**src/rtl/rf_wb_arbiter_if.sv**
```systemverilog
// RegFile write-port bundle: pipeline and aux write requests in, registered RegFile write out.
interface rf_wb_arbiter_if #(
    parameter int DWIDTH   = 32,
    parameter int AWIDTH   = 5,
    parameter int MAX_WAIT = 4
);
    localparam int WCW = $clog2(MAX_WAIT + 1);

    logic              pipe_valid;
    logic [AWIDTH-1:0] pipe_wa;
    logic [DWIDTH-1:0] pipe_wd;
    logic              pipe_stall;

    logic              aux_valid;
    logic [AWIDTH-1:0] aux_wa;
    logic [DWIDTH-1:0] aux_wd;
    logic              aux_ready;

    logic              rf_we;
    logic [AWIDTH-1:0] rf_wa;
    logic [DWIDTH-1:0] rf_wd;
    logic [WCW-1:0]    wait_cnt;

    // Requester / RegFile side.
    modport master (
        output pipe_valid, pipe_wa, pipe_wd,
        output aux_valid, aux_wa, aux_wd,
        input  pipe_stall, aux_ready,
        input  rf_we, rf_wa, rf_wd, wait_cnt
    );

    // Arbiter side.
    modport slave (
        input  pipe_valid, pipe_wa, pipe_wd,
        input  aux_valid, aux_wa, aux_wd,
        output pipe_stall, aux_ready,
        output rf_we, rf_wa, rf_wd, wait_cnt
    );
endinterface

```
**src/rtl/rf_wb_arbiter.sv**
```systemverilog
// Purpose: arbitrates the single RegFile write port between pipeline writeback and the aux unit.
// Latency: 1 cycle from acceptance to registered rf_we/rf_wa/rf_wd.
// Backpressure: combinational pipe_stall / aux_ready; aux preempts after MAX_WAIT lost cycles.
module rf_wb_arbiter #(
    parameter int DWIDTH   = 32,
    parameter int AWIDTH   = 5,
    parameter int MAX_WAIT = 4
) (
    input  logic            clk,
    input  logic            rst_n,
    rf_wb_arbiter_if.slave  bus
);
    localparam int             WCW  = $clog2(MAX_WAIT + 1);
    localparam logic [WCW-1:0] WMAX = WCW'(MAX_WAIT);

    logic              same_addr;
    logic              starved;
    logic              grant_aux;
    logic              grant_pipe;

    logic              we_q;
    logic [AWIDTH-1:0] wa_q;
    logic [DWIDTH-1:0] wd_q;
    logic [WCW-1:0]    wait_q;

    // Same-address conflict: the aux result is the older producer, so it must land first.
    assign same_addr  = bus.pipe_valid && bus.aux_valid &&
                        (bus.pipe_wa == bus.aux_wa) && (bus.aux_wa != '0);
    assign starved    = bus.aux_valid && (wait_q == WMAX);
    assign grant_aux  = same_addr || starved || (bus.aux_valid && !bus.pipe_valid);
    assign grant_pipe = bus.pipe_valid && !grant_aux;

    assign bus.aux_ready  = grant_aux;
    assign bus.pipe_stall = bus.pipe_valid && !grant_pipe;

    always_ff @(posedge clk or negedge rst_n) begin
        if (!rst_n) begin
            we_q <= 1'b0;
            wa_q <= '0;
            wd_q <= '0;
        end else if (grant_aux) begin
            // Writes to x0 complete the handshake but never reach the RegFile.
            we_q <= (bus.aux_wa != '0);
            wa_q <= bus.aux_wa;
            wd_q <= bus.aux_wd;
        end else if (grant_pipe) begin
            we_q <= (bus.pipe_wa != '0);
            wa_q <= bus.pipe_wa;
            wd_q <= bus.pipe_wd;
        end else begin
            we_q <= 1'b0;
        end
    end

    always_ff @(posedge clk or negedge rst_n) begin
        if (!rst_n) begin
            wait_q <= '0;
        end else if (!bus.aux_valid || grant_aux) begin
            wait_q <= '0;
        end else if (wait_q != WMAX) begin
            wait_q <= wait_q + 1'b1;
        end
    end

    assign bus.rf_we    = we_q;
    assign bus.rf_wa    = wa_q;
    assign bus.rf_wd    = wd_q;
    assign bus.wait_cnt = wait_q;
endmodule

```
**src/flat_wrapper.sv**
```systemverilog
// flat-port wrapper written by rule: the top's interface ports become plain ports
module rf_wb_arbiter_flat 
#(
    parameter int DWIDTH   = 32,
    parameter int AWIDTH   = 5,
    parameter int MAX_WAIT = 4
)
  (clk, rst_n, bus_pipe_valid, bus_pipe_wa, bus_pipe_wd, bus_aux_valid, bus_aux_wa, bus_aux_wd, bus_pipe_stall, bus_aux_ready, bus_rf_we, bus_rf_wa, bus_rf_wd, bus_wait_cnt);
  rf_wb_arbiter_if #(.DWIDTH(DWIDTH), .AWIDTH(AWIDTH), .MAX_WAIT(MAX_WAIT)) bus_i ();
  input  logic clk;
  input  logic rst_n;
  input wire logic [$bits(bus_i.pipe_valid)-1:0] bus_pipe_valid;
  input wire logic [$bits(bus_i.pipe_wa)-1:0] bus_pipe_wa;
  input wire logic [$bits(bus_i.pipe_wd)-1:0] bus_pipe_wd;
  input wire logic [$bits(bus_i.aux_valid)-1:0] bus_aux_valid;
  input wire logic [$bits(bus_i.aux_wa)-1:0] bus_aux_wa;
  input wire logic [$bits(bus_i.aux_wd)-1:0] bus_aux_wd;
  output wire logic [$bits(bus_i.pipe_stall)-1:0] bus_pipe_stall;
  output wire logic [$bits(bus_i.aux_ready)-1:0] bus_aux_ready;
  output wire logic [$bits(bus_i.rf_we)-1:0] bus_rf_we;
  output wire logic [$bits(bus_i.rf_wa)-1:0] bus_rf_wa;
  output wire logic [$bits(bus_i.rf_wd)-1:0] bus_rf_wd;
  output wire logic [$bits(bus_i.wait_cnt)-1:0] bus_wait_cnt;
  assign bus_i.pipe_valid = bus_pipe_valid;
  assign bus_i.pipe_wa = bus_pipe_wa;
  assign bus_i.pipe_wd = bus_pipe_wd;
  assign bus_i.aux_valid = bus_aux_valid;
  assign bus_i.aux_wa = bus_aux_wa;
  assign bus_i.aux_wd = bus_aux_wd;
  assign bus_pipe_stall = bus_i.pipe_stall;
  assign bus_aux_ready = bus_i.aux_ready;
  assign bus_rf_we = bus_i.rf_we;
  assign bus_rf_wa = bus_i.rf_wa;
  assign bus_rf_wd = bus_i.rf_wd;
  assign bus_wait_cnt = bus_i.wait_cnt;
  rf_wb_arbiter #(.DWIDTH(DWIDTH), .AWIDTH(AWIDTH), .MAX_WAIT(MAX_WAIT)) u_core (.clk(clk), .rst_n(rst_n), .bus(bus_i));
endmodule
```
**config.mk**
```make
export PLATFORM = sky130hd
export DESIGN_NAME = rf_wb_arbiter_flat
export DESIGN_NICKNAME = d
export VERILOG_FILES = /design/src/rtl/rf_wb_arbiter_if.sv /design/src/rtl/rf_wb_arbiter.sv /design/src/flat_wrapper.sv
export SDC_FILE = /design/constraint.sdc
export NUM_CORES = 1
export LEC_CHECK = 0
export ABC_AREA = 1
export CORE_UTILIZATION = 43
export DETAILED_ROUTE_END_ITERATION = 16
export PLACE_DENSITY = 0.89
export SLEW_MARGIN = 20
export SYNTH_ARGS = -nofsm -noshare
export SYNTH_HDL_FRONTEND = slang
export SYNTH_SLANG_ARGS = --single-unit
```
**constraint.sdc**
```tcl
create_clock -name clk -period 4.2 [get_ports clk]
set_clock_uncertainty 0.1 [all_clocks]
set_input_delay 0.84 -clock clk [delete_from_list [all_inputs] [get_ports clk]]
set_output_delay 0.84 -clock clk [all_outputs]
set_load 0.1 [all_outputs]
```
# Yosys cells after proc, flatten, opt, wreduce, memory -nomap -nowiden
# Index checks and enable logic that the tools add are counted.
dict set report word_totals {
  inputBits 78
  reg_bits 41
  out_inout_bits 43
  elab_cells 34
}
dict set report op_classes {
  n_addsub 1
  eq_ne 3
  n_reduce_logical 18
  muxes 8
}
# op n
set ops {}
lappend ops {{32-bit two-way mux} 2}
lappend ops {{5-bit two-way mux} 2}
lappend ops {{5-bit nonzero test} 2}
lappend ops {{1-bit logical AND} 7}
lappend ops {{3-bit two-way mux} 2}
lappend ops {{5-bit equality test} 1}
lappend ops {{1-bit zero test} 4}
lappend ops {{2-bit nonzero test} 2}
lappend ops {{3-bit by 1-bit adder with 3-bit output (second input constant)} 1}
lappend ops {{3-bit equality test (second input constant)} 1}
lappend ops {{1-bit logical OR} 3}
lappend ops {{3-bit != test (second input constant)} 1}
lappend ops {{1-bit two-way mux} 2}

# Longest topological paths before layout
# Gate-level depths: netlist of the first run.
dict set report logic_depth {
  word_depth 9
  depth_mapped 12
  depth_no_buf 11
}

# Least setup slack after synthesis of the first run
# Ideal clock, no wire load.
dict set report synth_timing {
  path_kind {register to output}
  start {reg u_core.wait_q[0], in the netlist u_core.bus.wait_cnt[0]}
  end {out bus_pipe_stall}
  stages_incl_launch_ff 9
  t_required_ns 3.260
  setup_slack_ns 0.183
  t_arrival_ns 3.077
  path_buffers 2
  path_cell_list {dfrtp_1 > inv_1 > ha_1 > nand2_1 > inv_1 > o21ai_1 > buf_2 > buf_4 > a21oi_1}
}
dict set report synth_between {
  elab_chain_len 8
}
# element line
set synth_rtl {}
lappend synth_rtl {{start: declaration} rf_wb_arbiter.sv:24} ;# logic [WCW-1:0] wait_q;
lappend synth_rtl {{start signal: assignment} rf_wb_arbiter.sv:61} ;# wait_q <= wait_q + 1'b1;
lappend synth_rtl {{3-bit equality test} rf_wb_arbiter.sv:29} ;# assign starved = bus.aux_valid && (wait_q == WMAX);
lappend synth_rtl {{1-bit logical AND} rf_wb_arbiter.sv:29}
lappend synth_rtl {{1-bit logical OR (2 in a row)} rf_wb_arbiter.sv:30} ;# assign grant_aux = same_addr || starved || (bus.aux_valid && !bus.pipe_valid);
lappend synth_rtl {{1-bit zero test} rf_wb_arbiter.sv:31} ;# assign grant_pipe = bus.pipe_valid && !grant_aux;
lappend synth_rtl {{1-bit logical AND} rf_wb_arbiter.sv:31}
lappend synth_rtl {{1-bit zero test} rf_wb_arbiter.sv:34} ;# assign bus.pipe_stall = bus.pipe_valid && !grant_pipe;
lappend synth_rtl {{1-bit logical AND} rf_wb_arbiter.sv:34}
lappend synth_rtl {{end: declaration} flat_wrapper.sv:18} ;# output wire logic [$bits(bus_i.pipe_stall)-1:0] bus_pipe_stall;
# No other way between the ends.

# Final worst setup path of the first run
dict set report layout_timing {
  start {in bus_aux_valid}
  end {out bus_pipe_stall}
}
dict set report layout_between {
  elab_chain_len 9
  word_cells_on_any_way 11
  cone_classes {reduce/logical: 11}
}
# element line
set layout_rtl {}
lappend layout_rtl {{start: declaration} flat_wrapper.sv:15} ;# input wire logic [$bits(bus_i.aux_valid)-1:0] bus_aux_valid;
lappend layout_rtl {{1-bit logical AND (2 in a row)} rf_wb_arbiter.sv:27} ;# assign same_addr = bus.pipe_valid && bus.aux_valid &&
lappend layout_rtl {{1-bit logical AND} rf_wb_arbiter.sv:28} ;# (bus.pipe_wa == bus.aux_wa) && (bus.aux_wa != '0);
lappend layout_rtl {{1-bit logical OR} rf_wb_arbiter.sv:30}
lappend layout_rtl {{1-bit logical OR *} rf_wb_arbiter.sv:30}
lappend layout_rtl {{1-bit zero test *} rf_wb_arbiter.sv:31}
lappend layout_rtl {{1-bit logical AND *} rf_wb_arbiter.sv:31}
lappend layout_rtl {{1-bit zero test *} rf_wb_arbiter.sv:34}
lappend layout_rtl {{1-bit logical AND *} rf_wb_arbiter.sv:34}
# Mark *: on every way between the ends. The rest lies on a longest branch, timed or not.

==> out/summary.txt, run 1 <==
LAYOUT
--------------------------------------------------------------------------------------
Antenna diode count                                                                  0
Final design utilization                                                         71.7%
Final standard cell area without fillers                                   0.00373 mm²
Filler-free cell count of the finished design                                      550
Final Net Count                                                                    560
Share of cells above drive strength 1                                            3.96%
Layout overhead on the synthesized area                                          57.1%
Fillers                                                                            435

GRT
--------------------------------------------------------------------------------------
Global-route usage over all layers                                               22.9%
Total global routing overflow                                                        0
Number of global-route vias before repair                                         2421
Antenna violations before repair                                                     0
Pin count of the biggest net entering global routing                                43
Wire length of the first global-routing pass                                   10.8 mm

SYNTHESIS
--------------------------------------------------------------------------------------
Number of synthesized register bits                                                 41
Yosys cell types                                                                    19
Instance count of the mapped netlist                                               365
Synthesis Warnings                                                                   0
Share of synthesized area occupied by flip-flops and latches                     43.2%
Avg Inst Size Synth                                                           6.51 µm²
Synthesized Nets                                                                   445
Netlist area before placement                                              0.00238 mm²

ROUTE
--------------------------------------------------------------------------------------
Mean routed wirelength per cell                                                11.7 µm
Routed met2 length                                                             3.08 mm
Count of routing violations after the opening detailed-route iteration             163
Via density per instance                                                          4.73
Vias post-DR                                                                      2603
Post-detailed-route count of antenna-violating nets                                  0
Uppermost metal layer occupied by signal nets                                     met4
WL met1                                                                        2.79 mm
First-pass DRT Iterations                                                            4
Met3 routed wirelength                                                          447 µm
Wire length reported by the detailed router                                    6.43 mm
Remaining routing DRC violations                                                     0

DIE
--------------------------------------------------------------------------------------
Number of cell rows                                                                 26
Die extent in x                                                                76.3 µm
Starting Density                                                                 45.6%
Number of I/O pins                                                                 121
Chip height                                                                    76.3 µm
Die area                                                                   0.00583 mm²
Core box area                                                              0.00520 mm²

TIMING
--------------------------------------------------------------------------------------
Accumulated negative setup slack                                                  0 ps
Transition time of the tightest slew-check pin                                 1020 ps
Slew Limit Fails                                                                     0
Fin Hold WS                                                                     380 ps
Tmin final                                                                     3310 ps
Worst-case headroom to the max-slew limit                                        31.8%
Hold Vio Cnt, Final                                                                  0
Period utilization                                                               78.8%
Total setup violations reported at the end of the flow                               0
Maximum frequency from static timing analysis                                  302 MHz
Setup repair after global routing missed its margin                              false

CLOCKING
--------------------------------------------------------------------------------------
Hold_buf cts                                                                         0
Resized cells post-CTS                                                               0
Clock tree from TritonCTS                                                        built
Clk Latency, worst-skew pair                                                    280 ps
Post-CTS Setup Bufs                                                                  0
Total clock buffers created by CTS                                                   5
Depth of the CTS H-tree                                                              2
Count of clock tree sinks                                                           41
Clock Pin Slew Worst Setup and Hold Paths                                        70 ps
CTS root buf                                                              sky130_fd_sc_hd__clkbuf_8
Bufs on Longest Clock Path                                                           2

SETUP PATH
--------------------------------------------------------------------------------------
Crit path required time                                                        3260 ps
Data arrival time at the worst-slack endpoint                                  2370 ps
Crit start category                                                          input pin
Critical Path End Type                                                      output pin
WS Path Type                                                                    in2out
CP max FO                                                                            4

POWER
--------------------------------------------------------------------------------------
Areal power density over the cells                                          361 mW/mm²
Worst voltage drop across the vdd grid                                          204 µV
Leak pwr                                                                       1.96 nW

PLACE
--------------------------------------------------------------------------------------
Number of cells after detailed placement                                           543
Weighted congestion reported at the end of routability-driven placement          0.891
Cell Area, Placed                                                          0.00365 mm²
Quantity of I/O buffers inserted on ports                                          120
Placed wire-length estimate                                                    4.62 mm

MIN PATH
--------------------------------------------------------------------------------------
Worst hold path type                                                           reg2reg

JOB
--------------------------------------------------------------------------------------
Total of max-cap violations                                                          0

OUTCOME
--------------------------------------------------------------------------------------
Status                                                                    finished, final reports clean

[flip-flops by register name, summed over array words and instances, names as in the netlist]
| name | flops |
|---|---|
| u_core.bus.rf_wa | 5 |
| u_core.bus.rf_wd | 32 |
| u_core.bus.rf_we | 1 |
| u_core.bus.wait_cnt | 3 |
[metrics by stage]
step	power (mW)	setup WS, ps
after global placement	1.10	896
after detailed placement	1.10	895
after global routing	1.41	768
after floorplan	0.897	183
final	1.35	892
after CTS	1.36	882
[area by class of cell]
type | count | area (µm²) | area share, %
tap | 70 | 87.6 | 2.35
multi-input combinational | 255 | 1080 | 28.8
sequential | 41 | 1030 | 27.5
inverter | 50 | 188 | 5.03
timing repair buffer | 127 | 1270 | 34.0
clock buffer | 7 | 86.3 | 2.31
[layout by cell type (no fill, tap or decap)]
master,n
sky130_fd_sc_hd__o21ai_0,2
sky130_fd_sc_hd__nor3_1,3
sky130_fd_sc_hd__nand3b_1,5
sky130_fd_sc_hd__nand2_2,1
sky130_fd_sc_hd__a21oi_1,2
sky130_fd_sc_hd__nor2_2,1
sky130_fd_sc_hd__nand2_1,194
sky130_fd_sc_hd__dfrtp_1,41
sky130_fd_sc_hd__nor2_1,3
sky130_fd_sc_hd__inv_1,50
sky130_fd_sc_hd__o21ai_4,1
sky130_fd_sc_hd__nand3_1,39
sky130_fd_sc_hd__nand4_1,1
sky130_fd_sc_hd__buf_4,7
sky130_fd_sc_hd__ha_1,2
sky130_fd_sc_hd__buf_2,1
sky130_fd_sc_hd__xnor2_1,1
sky130_fd_sc_hd__buf_12,2
sky130_fd_sc_hd__clkbuf_1,1
sky130_fd_sc_hd__clkbuf_8,6
sky130_fd_sc_hd__clkdlybuf4s50_1,117
[final timing paths]
path                                                    start                          endpoint  slack, ps  cells after the start
max in group asynchronous                               rst_n  u_core.bus.rf_wd[21]$_DFFE_PN0P_       2870                      1
min in group asynchronous                               rst_n  u_core.bus.rf_wd[30]$_DFFE_PN0P_        570                      1
min reg2reg                   u_core.bus.rf_wd[5]$_DFFE_PN0P_   u_core.bus.rf_wd[5]$_DFFE_PN0P_        380                      2
min                           u_core.bus.rf_wd[5]$_DFFE_PN0P_   u_core.bus.rf_wd[5]$_DFFE_PN0P_        380                      2
max reg2reg                u_core.bus.wait_cnt[0]$_DFFE_PN0P_  u_core.bus.rf_wd[31]$_DFFE_PN0P_       2120                     10
max                                             bus_aux_valid                    bus_pipe_stall        890                      8
[worst max-delay path, cell delays in order]
cell	delay [ps]
sky130_fd_sc_hd__clkdlybuf4s50_1	590
sky130_fd_sc_hd__nand2_1	80
sky130_fd_sc_hd__a21oi_1	120
sky130_fd_sc_hd__nand2_1	60
sky130_fd_sc_hd__nor2_1	80
sky130_fd_sc_hd__nand2_1	120
sky130_fd_sc_hd__a21oi_1	260
sky130_fd_sc_hd__buf_12	210
[metal layers]
layer,GRT usage [%],vias up
met2,39.8,99
li1,-,1314
met4,7.50,0
met3,4.67,11
met1,28.4,1179
met5,0,-
[logic make-up after synthesis]
family	Yosys count	synth area share [%]
compound gates	5	1.05
xor+xnor	1	0.369
fa+ha+maj	2	1.05
buf+inv	69	12.1
flops	41	43.2
simple gates	247	42.2
[power by group]
| part | switching [mW] | total (mW) | internal [mW] |
|---|---|---|---|
| Sequential | 0.0233 | 0.461 | 0.438 |
| Clock | 0.123 | 0.253 | 0.130 |
| Combinational | 0.453 | 0.635 | 0.182 |
| Total | 0.599 | 1.35 | 0.750 |
[cell usage after synthesis]
cell type,count,area (µm²)
sky130_fd_sc_hd__a21oi_1,2,10.0
sky130_fd_sc_hd__buf_1,1,3.75
sky130_fd_sc_hd__buf_2,8,40.0
sky130_fd_sc_hd__buf_4,1,7.51
sky130_fd_sc_hd__buf_6,2,22.5
sky130_fd_sc_hd__clkbuf_1,7,26.3
sky130_fd_sc_hd__dfrtp_1,41,1030
sky130_fd_sc_hd__ha_1,2,25.0
sky130_fd_sc_hd__inv_1,50,188
sky130_fd_sc_hd__nand2_1,194,728
sky130_fd_sc_hd__nand2_2,1,6.26
sky130_fd_sc_hd__nand3_1,39,195
sky130_fd_sc_hd__nand3b_1,5,37.5
sky130_fd_sc_hd__nand4_1,1,6.26
sky130_fd_sc_hd__nor2_1,4,15.0
sky130_fd_sc_hd__nor3_1,3,15.0
sky130_fd_sc_hd__o21ai_0,2,10.0
sky130_fd_sc_hd__o21ai_1,1,5.00
sky130_fd_sc_hd__xnor2_1,1,8.76
No activity file was read; power rests on OpenSTA's default activity.
==> inputs of run 2 (changes only) <==
Settings changed: CORE_UTILIZATION 43 to 40, PLACE_DENSITY 0.89 to 0.83.
Clock period 4.2 ns to 3.2 ns, I/O delays scaled along.
==> out/summary.txt, run 2 (synthesis gave the netlist of run 1 again) <==
JOB
--------------------------------------------------------------------------------------
Total of max-cap violations                                                          0

CLOCKING
--------------------------------------------------------------------------------------
CTS root buf                                                              sky130_fd_sc_hd__clkbuf_8
Total clock buffers created by CTS                                                   5
Count of clock tree sinks                                                           41
Clock Pin Slew Worst Setup and Hold Paths                                        70 ps
Resized cells post-CTS                                                               0
Clk Latency, worst-skew pair                                                    280 ps
Post-CTS Setup Bufs                                                                  0
Clock tree from TritonCTS                                                        built
Hold_buf cts                                                                         0
Bufs on Longest Clock Path                                                           2
Depth of the CTS H-tree                                                              2

DIE
--------------------------------------------------------------------------------------
Starting Density                                                                 42.4%
Die extent in x                                                                79.1 µm
Number of I/O pins                                                                 121
Number of cell rows                                                                 27
Chip height                                                                    79.1 µm
Die area                                                                   0.00625 mm²
Core box area                                                              0.00561 mm²

ROUTE
--------------------------------------------------------------------------------------
Mean routed wirelength per cell                                                11.8 µm
Via density per instance                                                          4.66
Post-detailed-route count of antenna-violating nets                                  0
Remaining routing DRC violations                                                     0
First-pass DRT Iterations                                                            5
Count of routing violations after the opening detailed-route iteration              94
Vias post-DR                                                                      2564
Wire length reported by the detailed router                                    6.50 mm

GRT
--------------------------------------------------------------------------------------
Total global routing overflow                                                        0
Global-route usage over all layers                                               21.6%
Pin count of the biggest net entering global routing                                43
Wire length of the first global-routing pass                                   10.6 mm
Antenna violations before repair                                                     0
Number of global-route vias before repair                                         2380

POWER
--------------------------------------------------------------------------------------
Internal power                                                                0.963 mW
Areal power density over the cells                                          483 mW/mm²
Portion of total power attributed to combinational logic                         46.3%
Power share of the clock group                                                   18.9%
Sequential Power Share                                                           34.8%
Leak pwr                                                                       1.99 nW
Switching share of total power                                                   45.0%
Power consumption                                                              1.75 mW
Net switching component of the power                                          0.787 mW
Worst voltage drop across the vdd grid                                          225 µV

SETUP PATH
--------------------------------------------------------------------------------------
WS Path Type                                                                    in2out
CP max FO                                                                           40
Crit start category                                                          input pin
Cell count of the worst reg-to-reg path                                              9
Crit path required time                                                        2460 ps
Data arrival time at the worst-slack endpoint                                  2130 ps
Critical Path End Type                                                      output pin

LAYOUT
--------------------------------------------------------------------------------------
Antenna diode count                                                                  0
Share of cells above drive strength 1                                            12.3%
Final Net Count                                                                    558
Fillers                                                                            522
Max FFs per register                                                                32
Final design utilization                                                         64.6%
Top library cells by usage in the layout, fill and taps aside             194 x sky130_fd_sc_hd__nand2_1, 76 x sky130_fd_sc_hd__clkdlybuf4s50_1, 50 x sky130_fd_sc_hd__inv_1
Commonest non-fill, non-tap cell in the layout                            sky130_fd_sc_hd__nand2_1
Layout overhead on the synthesized area                                          52.4%

TIMING
--------------------------------------------------------------------------------------
Transition time of the tightest slew-check pin                                  866 ps
Tmin final                                                                     2870 ps
Hold Vio Cnt, Final                                                                  0
Accumulated negative setup slack                                                  0 ps
Period utilization                                                               89.7%
Fin Hold WS                                                                     361 ps
Setup repair after global routing missed its margin                              false
Total setup violations reported at the end of the flow                               0
Slew Limit Fails                                                                     0
Maximum frequency from static timing analysis                                  348 MHz
Worst-case headroom to the max-slew limit                                        42.3%

MIN PATH
--------------------------------------------------------------------------------------
Worst hold path type                                                          in2async

PLACE
--------------------------------------------------------------------------------------
Placed wire-length estimate                                                    4.69 mm
Weighted congestion reported at the end of routability-driven placement          0.871
Quantity of I/O buffers inserted on ports                                          120

OUTCOME
--------------------------------------------------------------------------------------
Status                                                                    finished, final reports clean

==> run 2: cell count changes in the layout (fill, tap and decap cells not counted) <==
cell                              previous run  this run
sky130_fd_sc_hd__clkdlybuf4s50_1           117        76
sky130_fd_sc_hd__buf_4                       7        46
sky130_fd_sc_hd__a21oi_2                     0         1
sky130_fd_sc_hd__a21oi_1                     2         1
==> run 2: final timing paths <==
path / end / slack [ps] / startpoint
setup / recovery: bus_aux_ready / 330 / bus_pipe_valid
hold reg to reg: u_core.bus.rf_wd[24]$_DFFE_PN0P_ / 380 / u_core.bus.rf_wd[24]$_DFFE_PN0P_
max in group asynchronous: u_core.bus.rf_wd[8]$_DFFE_PN0P_ / 2080 / rst_n
hold / removal: u_core.bus.rf_wd[28]$_DFFE_PN0P_ / 360 / rst_n
setup reg to reg: u_core.bus.rf_wd[30]$_DFFE_PN0P_ / 1370 / u_core.bus.wait_cnt[0]$_DFFE_PN0P_
min in group clk: u_core.bus.rf_wd[24]$_DFFE_PN0P_ / 380 / u_core.bus.rf_wd[24]$_DFFE_PN0P_
==> run 2: through the flow <==
step	instance area [µm²]	worst slack (ps)	cells
after floorplan	2380	12.5	365
after global placement	3530	332	543
after detailed placement	3530	298	543
after CTS	3620	297	550
after global routing	3620	202	550
final	3620	330	550
==> run 2: critical path, cell delays in order <==
cell,delay (ps)
sky130_fd_sc_hd__clkdlybuf4s50_1,480
sky130_fd_sc_hd__buf_4,360
sky130_fd_sc_hd__inv_1,170
sky130_fd_sc_hd__o21ai_4,210
sky130_fd_sc_hd__nand2_2,100
sky130_fd_sc_hd__buf_12,170
==> run 2: per-layer routing <==
metal	global-route usage (%)	share of wire, %	vias up
met5	0	0	-
met4	5.27	0.91	0
met3	3.91	6.2	7
met2	38.3	49	96
met1	26.9	44	1149
li1	-	-	1312
==> run 2: power groups by stage <==
stage | Sequential (mW) | Combinational [mW] | Clock [mW]
after floorplan | 1.03 | 0.145 | 0
after global placement | 0.615 | 0.806 | 0
after detailed placement | 0.617 | 0.814 | 0
after CTS | 0.609 | 0.815 | 0.341
after global routing | 0.616 | 0.854 | 0.365
final | 0.609 | 0.810 | 0.330
==> run 2: cell type report <==
| type | count | area [µm²] | area share, % |
|---|---|---|---|
| inverters | 50 | 188 | 5.18 |
| repair buffers | 125 | 1150 | 31.8 |
| flip-flops and latches | 41 | 1030 | 28.3 |
| well taps | 72 | 90.1 | 2.49 |
| multi-input cells | 255 | 1080 | 29.8 |
| clock buffers | 7 | 86.3 | 2.38 |
==> inputs of run 3 (changes only) <==
Settings changed: CORE_MARGIN set to 3, CTS_CLUSTER_SIZE set to 24.
==> out/summary.txt, run 3 (synthesis gave the netlist of run 1 again) <==
SETUP PATH
--------------------------------------------------------------------------------------
Data arrival time at the worst-slack endpoint                                  2140 ps
CP max FO                                                                           40
Origin of the critical flop-to-flop path                                  u_core.bus.wait_cnt[0]$_DFFE_PN0P_
Critical Path End Type                                                      output pin
Crit start category                                                          input pin
Crit path required time                                                        2460 ps
WS Path Type                                                                    in2out
Crit path launch                                                          bus_pipe_valid

GRT
--------------------------------------------------------------------------------------
Number of global-route vias before repair                                         2522
Total global routing overflow                                                        0
Wire length of the first global-routing pass                                   11.4 mm
Pin count of the biggest net entering global routing                                43
Global-route usage over all layers                                               19.5%
Antenna violations before repair                                                     0

POWER
--------------------------------------------------------------------------------------
Areal power density over the cells                                          498 mW/mm²
Internal power                                                                 1.02 mW
Power share of the clock group                                                   21.6%
Switching share of total power                                                   43.8%
Portion of total power attributed to combinational logic                         44.8%
Net switching component of the power                                          0.793 mW
Sequential Power Share                                                           33.6%
Worst voltage drop across the vdd grid                                          246 µV
Leak pwr                                                                       2.00 nW

LAYOUT
--------------------------------------------------------------------------------------
Layout overhead on the synthesized area                                          53.1%
Final design utilization                                                         64.5%
Final Net Count                                                                    558
Top library cells by usage in the layout, fill and taps aside             194 x sky130_fd_sc_hd__nand2_1, 76 x sky130_fd_sc_hd__clkdlybuf4s50_1, 50 x sky130_fd_sc_hd__inv_1
Share of cells above drive strength 1                                            12.6%
Max FFs per register                                                                32
Antenna diode count                                                                  0
Final standard cell area without fillers                                   0.00364 mm²
Fillers                                                                            510
Commonest non-fill, non-tap cell in the layout                            sky130_fd_sc_hd__nand2_1

TIMING
--------------------------------------------------------------------------------------
Fin Hold WS                                                                     382 ps
Maximum frequency from static timing analysis                                  347 MHz
Total setup violations reported at the end of the flow                               0
Hold Vio Cnt, Final                                                                  0
Accumulated negative setup slack                                                  0 ps
Transition time of the tightest slew-check pin                                  906 ps
Period utilization                                                               90.0%
Setup repair after global routing missed its margin                              false
Slew Limit Fails                                                                     0
Worst-case headroom to the max-slew limit                                        39.6%
Least setup slack across all paths after layout                                 321 ps
Tmin final                                                                     2880 ps

CLOCKING
--------------------------------------------------------------------------------------
CTS root buf                                                              sky130_fd_sc_hd__clkbuf_8
Bufs on Longest Clock Path                                                           2
Resized cells post-CTS                                                               0
Clock tree from TritonCTS                                                        built
Total clock buffers created by CTS                                                   5
Post-CTS Setup Bufs                                                                  0
Clock Pin Slew Worst Setup and Hold Paths                                        80 ps
Depth of the CTS H-tree                                                              2
Hold_buf cts                                                                         0
Count of clock tree sinks                                                           41
Clk Latency, worst-skew pair                                                    270 ps

MIN PATH
--------------------------------------------------------------------------------------
Worst hold path type                                                          in2async

ROUTE
--------------------------------------------------------------------------------------
Vias post-DR                                                                      2616
Wire length reported by the detailed router                                    6.73 mm
Via density per instance                                                          4.76
Remaining routing DRC violations                                                     0
Post-detailed-route count of antenna-violating nets                                  0
Mean routed wirelength per cell                                                12.2 µm
Count of routing violations after the opening detailed-route iteration             142
First-pass DRT Iterations                                                            5

DIE
--------------------------------------------------------------------------------------
Core box area                                                              0.00564 mm²
Number of I/O pins                                                                 121
Die extent in x                                                                83.1 µm
Number of cell rows                                                                 27
Die area                                                                   0.00690 mm²
Starting Density                                                                 42.1%
Chip height                                                                    83.1 µm

PLACE
--------------------------------------------------------------------------------------
Worst setup timing slack at the placement stage                                 315 ps
Cell Area, Placed                                                          0.00353 mm²
Quantity of I/O buffers inserted on ports                                          120
Placed wire-length estimate                                                    4.89 mm
Weighted congestion reported at the end of routability-driven placement          0.863

OUTCOME
--------------------------------------------------------------------------------------
Status                                                                    finished, final reports clean

JOB
--------------------------------------------------------------------------------------
Total of max-cap violations                                                          0

run 3: final timing paths:
path / end / slack, ps / cells past startpoint
worst min register to register: u_core.bus.rf_wd[27]$_DFFE_PN0P_ / 390 / 2
worst min-delay path: u_core.bus.rf_wd[30]$_DFFE_PN0P_ / 380 / 1
min in group clk: u_core.bus.rf_wd[27]$_DFFE_PN0P_ / 390 / 2
worst max register to register: u_core.bus.rf_wd[17]$_DFFE_PN0P_ / 1360 / 9
max in group asynchronous: u_core.bus.rf_wd[0]$_DFFE_PN0P_ / 2040 / 1
worst max-delay path: bus_aux_ready / 320 / 6
run 3: stage by stage:
stage,cells,power (mW)
after floorplan,365,1.18
after global placement,543,1.42
after detailed placement,543,1.43
after CTS,550,1.83
after global routing,550,1.90
final,550,1.81
run 3: area by class of cell:
class | instances | area, µm² | area share (%)
repair buffers | 125 | 1150 | 31.6
well taps | 72 | 90.1 | 2.48
inverters | 50 | 188 | 5.16
clock buffers | 5 | 68.8 | 1.89
multi-input cells | 255 | 1080 | 29.7
clock inverters | 2 | 35.0 | 0.963
flip-flops and latches | 41 | 1030 | 28.2
run 3: worst max-delay path, stage by stage:
cell and delay, ps:
sky130_fd_sc_hd__clkdlybuf4s50_1 470, sky130_fd_sc_hd__buf_4 370, sky130_fd_sc_hd__inv_1 170, sky130_fd_sc_hd__o21ai_4 210
sky130_fd_sc_hd__nand2_2 100, sky130_fd_sc_hd__buf_12 170
run 3: routing by layer:
layer / vias up / share of wire [%] / track usage [%]
li1: 1309 / - / -
met1: 1198 / 43 / 24.0
met2: 107 / 50 / 34.3
met3: 2 / 7.2 / 5.26
met4: 0 / 0.27 / 3.71
met5: - / 0 / 0
run 3: power by group through the flow:
stage | sequential [mW] | clock [mW] | combinational (mW)
2_1_floorplan | 1.03 | 0 | 0.145
3_3_place_gp | 0.615 | 0 | 0.808
3_5_place_dp | 0.617 | 0 | 0.815
4_1_cts | 0.608 | 0.407 | 0.816
5_1_grt | 0.615 | 0.432 | 0.853
6_report | 0.608 | 0.392 | 0.812
